--- config.mk ---
export PLATFORM = sky130hd
export DESIGN_NAME = key_entry
export DESIGN_NICKNAME = d
export VERILOG_FILES = /design/src/rtl/key_entry_pkg.sv /design/src/rtl/bcd_seq_to_bin.sv /design/src/rtl/key_entry.sv
export SDC_FILE = /design/constraint.sdc
export NUM_CORES = 1
export LEC_CHECK = 0
export CORE_UTILIZATION = 56
export CTS_BUF_LIST = sky130_fd_sc_hd__clkbuf_8
export CTS_CLUSTER_DIAMETER = 120
export CTS_CLUSTER_SIZE = 28
export DETAILED_ROUTE_END_ITERATION = 10
export PLACE_DENSITY_LB_ADDON = 0.12
export SYNTH_ARGS = -nofsm -noshare
export SYNTH_HDL_FRONTEND = slang
export SYNTH_SLANG_ARGS = --single-unit
--- constraint.sdc ---
create_clock -name clk_M -period 3.68 [get_ports clk_M]
set_input_delay 0.368 -clock clk_M [delete_from_list [all_inputs] [get_ports clk_M]]
set_output_delay 0.368 -clock clk_M [all_outputs]
set_load 0.005 [all_outputs]
--- src/rtl/key_entry_pkg.sv ---
// key_entry_pkg: shared constants for the keypad numeric entry stage.
// Holds the scanner key codes and the entry/convert state encoding.
package key_entry_pkg;

    localparam logic [9:0] KEY_DIG_MAX = 10'd9;
    localparam logic [9:0] KEY_BKSP    = 10'd10;
    localparam logic [9:0] KEY_CLR     = 10'd11;
    localparam logic [9:0] KEY_ENT     = 10'd12;

    typedef enum logic {
        ST_ENTRY   = 1'b0,
        ST_CONVERT = 1'b1
    } state_e;

endpackage

--- src/rtl/bcd_seq_to_bin.sv ---
// bcd_seq_to_bin: serial BCD-to-binary converter, one digit per cycle.
// Walks the nibbles most significant first; done marks the final step.
import key_entry_pkg::*;

module bcd_seq_to_bin #(
    parameter int DIGITS = 4,
    parameter int VAL_W  = 14
) (
    input  logic                clk_M,
    input  logic                reset,
    input  logic                start,
    input  logic [4*DIGITS-1:0] bcd,
    output logic                busy,
    output logic [VAL_W-1:0]    result,
    output logic                done
);

    localparam logic [2:0]       IDX_MAX = 3'(DIGITS - 1);
    localparam logic [VAL_W-1:0] TEN     = VAL_W'(10);

    state_e           state_q, state_d;
    logic [VAL_W-1:0] acc_q, acc_d;
    logic [2:0]       idx_q, idx_d;
    logic [3:0]       nib;
    logic [VAL_W-1:0] step;

    // Accumulate one digit: acc*10 + current nibble.
    always_comb begin
        nib    = bcd[4*idx_q +: 4];
        step   = acc_q * TEN + VAL_W'(nib);
        busy   = (state_q == ST_CONVERT);
        done   = busy && (idx_q == 3'd0);
        result = step;
    end

    // Next-state: arm on start, count idx down, return to entry after digit 0.
    always_comb begin
        state_d = state_q;
        acc_d   = acc_q;
        idx_d   = idx_q;
        unique case (state_q)
            ST_ENTRY: begin
                if (start) begin
                    acc_d   = '0;
                    idx_d   = IDX_MAX;
                    state_d = ST_CONVERT;
                end
            end
            ST_CONVERT: begin
                if (idx_q == 3'd0) begin
                    acc_d   = '0;
                    state_d = ST_ENTRY;
                end else begin
                    acc_d = step;
                    idx_d = idx_q - 3'd1;
                end
            end
            default: state_d = ST_ENTRY;
        endcase
    end

    // State register with synchronous reset.
    always_ff @(posedge clk_M) begin
        if (reset) begin
            state_q <= ST_ENTRY;
            acc_q   <= '0;
            idx_q   <= '0;
        end else begin
            state_q <= state_d;
            acc_q   <= acc_d;
            idx_q   <= idx_d;
        end
    end

endmodule

--- src/rtl/key_entry.sv ---
// key_entry: keypad digit buffer editor with enter-triggered conversion.
// Edge-detects the key strobe, edits the BCD buffer, launches conversion.
import key_entry_pkg::*;

module key_entry #(
    parameter int DIGITS = 4,
    parameter int VAL_W  = 14
) (
    input  logic                clk_M,
    input  logic                reset,
    input  logic [9:0]          key_num,
    input  logic                key_flag,
    output logic [4*DIGITS-1:0] bcd,
    output logic [2:0]          digit_cnt,
    output logic [VAL_W-1:0]    value,
    output logic                value_valid,
    output logic                busy
);

    localparam logic [2:0] CNT_MAX = 3'(DIGITS);

    logic                key_flag_q, key_flag_d;
    logic [4*DIGITS-1:0] bcd_q, bcd_d;
    logic [2:0]          cnt_q, cnt_d;
    logic [VAL_W-1:0]    value_q, value_d;
    logic                valid_q, valid_d;

    logic                ev;
    logic                acc_ev;
    logic                is_dig;
    logic                start;
    logic                conv_busy;
    logic                conv_done;
    logic [VAL_W-1:0]    conv_result;

    bcd_seq_to_bin #(
        .DIGITS (DIGITS),
        .VAL_W  (VAL_W)
    ) u_conv (
        .clk_M  (clk_M),
        .reset  (reset),
        .start  (start),
        .bcd    (bcd_q),
        .busy   (conv_busy),
        .result (conv_result),
        .done   (conv_done)
    );

    // Key decode; events during conversion are dropped.
    always_comb begin
        ev     = key_flag & ~key_flag_q;
        acc_ev = ev & ~conv_busy;
        is_dig = (key_num <= KEY_DIG_MAX);
        start  = acc_ev && (key_num == KEY_ENT) && (cnt_q != 3'd0);
    end

    // Buffer editing and result capture.
    always_comb begin
        key_flag_d = key_flag;
        bcd_d      = bcd_q;
        cnt_d      = cnt_q;
        value_d    = value_q;
        valid_d    = 1'b0;
        if (conv_done) begin
            value_d = conv_result;
            valid_d = 1'b1;
            bcd_d   = '0;
            cnt_d   = '0;
        end else if (acc_ev) begin
            unique case (1'b1)
                is_dig: begin
                    if (cnt_q < CNT_MAX) begin
                        bcd_d = (bcd_q << 4) | (4*DIGITS)'(key_num[3:0]);
                        cnt_d = cnt_q + 3'd1;
                    end
                end
                (key_num == KEY_BKSP): begin
                    if (cnt_q != 3'd0) begin
                        bcd_d = bcd_q >> 4;
                        cnt_d = cnt_q - 3'd1;
                    end
                end
                (key_num == KEY_CLR): begin
                    bcd_d = '0;
                    cnt_d = '0;
                end
                default: ;
            endcase
        end
    end

    // Registers with synchronous reset.
    always_ff @(posedge clk_M) begin
        if (reset) begin
            key_flag_q <= 1'b0;
            bcd_q      <= '0;
            cnt_q      <= '0;
            value_q    <= '0;
            valid_q    <= 1'b0;
        end else begin
            key_flag_q <= key_flag_d;
            bcd_q      <= bcd_d;
            cnt_q      <= cnt_d;
            value_q    <= value_d;
            valid_q    <= valid_d;
        end
    end

    assign bcd         = bcd_q;
    assign digit_cnt   = cnt_q;
    assign value       = value_q;
    assign value_valid = valid_q;
    assign busy        = conv_busy;

endmodule

==> flow_summary.yaml <==
status:
  status: "finished clean"
place:
  gp_congestion: 0.9017
  portBuffers: 47
  hpwl_mm: 5.252
setup_path:
  critical_path.max_fanout: 4
  setup.worst_path.start_class: "flip-flop"
  arrival_ns: 3.23
  crit_top_cell: "ha_1"
  crit_family: "adder cells"
  worstPathCellList: "ha_1, ha_1, fa_1, a21o_1, a21oi_1, xnor2_1, and4_1, and3_1, and3b_1, a221o_1"
  cp.buffers_inverters: 0
  cp.required_ns: 3.89
  critPathCaptureType: "flip-flop"
  worst_path_max_delay_cell: "fa_1"
  crit_path_max_incr_delay_ns: 0.42
  worstSetupPathType: "reg -> reg"
sta:
  setup_tns_ns: 0
  finalHoldViolations: 0
  skew_ns: 0.01528
  worstMarginPinSlew_ns: 1.063
  layout_min_cycle_time_ns: 3.018
  setup_viol_count_final: 0
  maxSlewHeadroom: 0.2915
  rsz0062_at_grt: "false"
  fmax_ghz: 0.3314
  maxSlewViolCount: 0
  period_share: 0.8200
synthesis:
  yosysWarnings: 0
  syn_area_per_cell_um2: 9.068
  syn_area_um2: 3147
  ys_ff_latch: 52
  syn_inst: 347
  synthFlopType: "dfxtp_1"
  synth_nets: 387
  synth_seq_area_share: 0.3308
  synthArstFlopShare: 0
  synth_cell_types: 58
  synth-edff-count: 0
run:
  max_cap_viol_count: 0
die:
  initial_core_util: 0.5971
  design.core.area_um2: 5270
  die_h_um: 76.96
  fp-row-count: 26
  io_pins: 48
  die_w_um: 76.96
  die-area_um2: 5923
clock_tree:
  cts_tree: "built"
  clk_latency_ns: 0.32
  cts_resized: 0
  clockBufferDepth: 2
  cts.sink_count: 52
  cts_max_level: 2
  cts_hold_buf: 0
  post_cts_buffers: 0
  cts_buffers: 5
  clkSlewWorstSetupHoldPaths_ns: 0.11
  clock_tree.root_cell: "clkbuf_8"
power:
  vdd_ir_drop_max_mv: 0.3083
  pwr-share-seq: 0.595
  power.switching_mw: 0.2292
  power_density_nw_per_um2: 254.2
  switching_share: 0.2413
  p_clk_frac: 0.364
  power_mw: 0.9498
  p_comb_frac: 0.042
  power.leakage_nw: 1.513
  p_int_mw: 0.7206
global_routing:
  track_usage: 0.2512
  grt_max_degree: 37
  grt_first_pass_wirelength_mm: 11.99
  grt_pass1_vias: 2533
  grt_overflow_total: 0
  antenna_found_initial: 0
layout:
  final_core_util: 0.7089
  antenna_cells: 0
  layout-drive-gt1-share: 0.1008
  syn_to_final_growth_pct: 18.73
  final_nets: 426
route:
  viasPerCell: 5.921
  post-route-drc-count: 0
  wl_mm: 7.057
  dr.pass1.iters: 4
  drtIter0Drc: 189
  drtAntennaViolNets: 0
  vias: 2706
  routedWlPerCell_um: 15.44
min_path:
  worstHoldPathType: "reg -> reg"
metrics by stage:
step / instance area, um2 / cells / hold WS (ns) / setup slack, ns
floorplan: 3147 / 347 / 0.4487 / 0.8686
global placement: 3642 / 449 / 0.4344 / 0.7411
detailed placement: 3642 / 449 / 0.4464 / 0.6631
CTS: 3736 / 457 / 0.4697 / 0.6692
global route: 3736 / 457 / 0.4998 / 0.4634
finish: 3736 / 457 / 0.4636 / 0.6623
power by group through the flow:
stage / clock [mW] / combinational, mW / sequential, mW
2_1_floorplan: 0 / 0.0173 / 0.578
3_3_place_gp: 0 / 0.0386 / 0.578
3_5_place_dp: 0 / 0.0393 / 0.578
4_1_cts: 0.353 / 0.0395 / 0.565
5_1_grt: 0.374 / 0.0425 / 0.565
6_report: 0.345 / 0.0397 / 0.565
cells by family (layout without fill, tap and decap cells):
family          after synthesis  count (layout)  synth area share
compound gates               90              90            0.2195
xor+xnor                     17              17           0.04732
fa+ha+maj                    27              27            0.1145
buf+inv                      29              69           0.04135
flops                        52              52            0.3308
mux                           6               6           0.03141
simple gates                126             126            0.2151
registers in the layout, indices dropped and copies added (netlist names):
name / count
bcd: 16
value: 14
u_conv.acc_q: 13
digit_cnt: 3
u_conv.idx_q: 3
key_flag_q: 1
u_conv.busy: 1
value_valid: 1
worst register-to-register path: cells and delay by family, from the launching register on:
family,cells,cell delay [ns]
adder cells (fa/ha/maj),3,0.97
AND/OR/NAND/NOR,3,0.67
AO/OA/AOI/OAI,3,0.70
XOR/XNOR,1,0.21
flip-flops,1,0.36
per-layer routing:
metal  GRT usage  vias up  share of wire
met2      0.3875       81           0.44
met3     0.05714       19          0.059
met4     0.09423        0          0.026
met1      0.3400     1269           0.47
met5           0        -              0
li1            -     1337              -
area by class of cell:
class,count,area [um2]
Inverter,10,37.54
Multi-Input combinational cell,266,1976
Timing Repair Buffer,51,500.5
Fill cell,430,1534
Clock buffer,5,68.82
Tap cell,70,87.58
Clock inverter,3,25.02
Sequential cell,52,1041
cell usage in the layout (no fill, tap or decap), types with 4 or more instances in the layout:
| master | Yosys | layout |
|---|---|---|
| nor2b_1 | 10 | 10 |
| clkdlybuf4s50_1 | 0 | 47 |
| nor3_1 | 6 | 6 |
| and3_1 | 14 | 14 |
| nor2_1 | 37 | 37 |
| nand2b_1 | 9 | 9 |
| a211oi_2 | 12 | 12 |
| ha_1 | 24 | 24 |
| a21oi_1 | 26 | 26 |
| o21ai_0 | 10 | 10 |
| a22o_1 | 9 | 9 |
| buf_4 | 1 | 4 |
| nand2_1 | 14 | 14 |
| a22oi_1 | 9 | 9 |
| clkbuf_8 | 0 | 5 |
| dfxtp_1 | 52 | 52 |
| xnor2_1 | 10 | 10 |
| xor2_1 | 7 | 7 |
| inv_1 | 9 | 9 |
| nand3_1 | 9 | 9 |
path summary, 6_finish.rpt:
check	startpoint	to	slack [ns]	cells past startpoint
worst min register to register	value[13]	value[13]	0.46	2
worst min-delay path	value[13]	value[13]	0.46	2
worst max-delay path	u_conv.acc_q[1]	u_conv.acc_q[12]	0.66	10
worst max register to register	u_conv.acc_q[1]	u_conv.acc_q[12]	0.66	10
Yosys cell counts (all sizes together) (3+ instances only):
master,instances,area share
dfxtp,52,0.33
nor2,39,0.048
a21oi,28,0.049
ha,24,0.095
a211oi,14,0.052
and3,14,0.028
nand2,14,0.017
clkbuf,13,0.016
inv,10,0.012
nor2b,10,0.020
o21ai,10,0.016
xnor2,10,0.028
a22o,9,0.025
a22oi,9,0.021
nand2b,9,0.018
nand3,9,0.014
xor2,7,0.019
buf,6,0.014
nor3,6,0.0095
nor4,4,0.013
a211o,3,0.0084
a21o,3,0.0072
and2,3,0.0060
fa,3,0.019
mux4,3,0.021
nand3b,3,0.0072
nand4,3,0.0060
or2,3,0.0060
No activity file was read; power rests on OpenSTA's default activity.
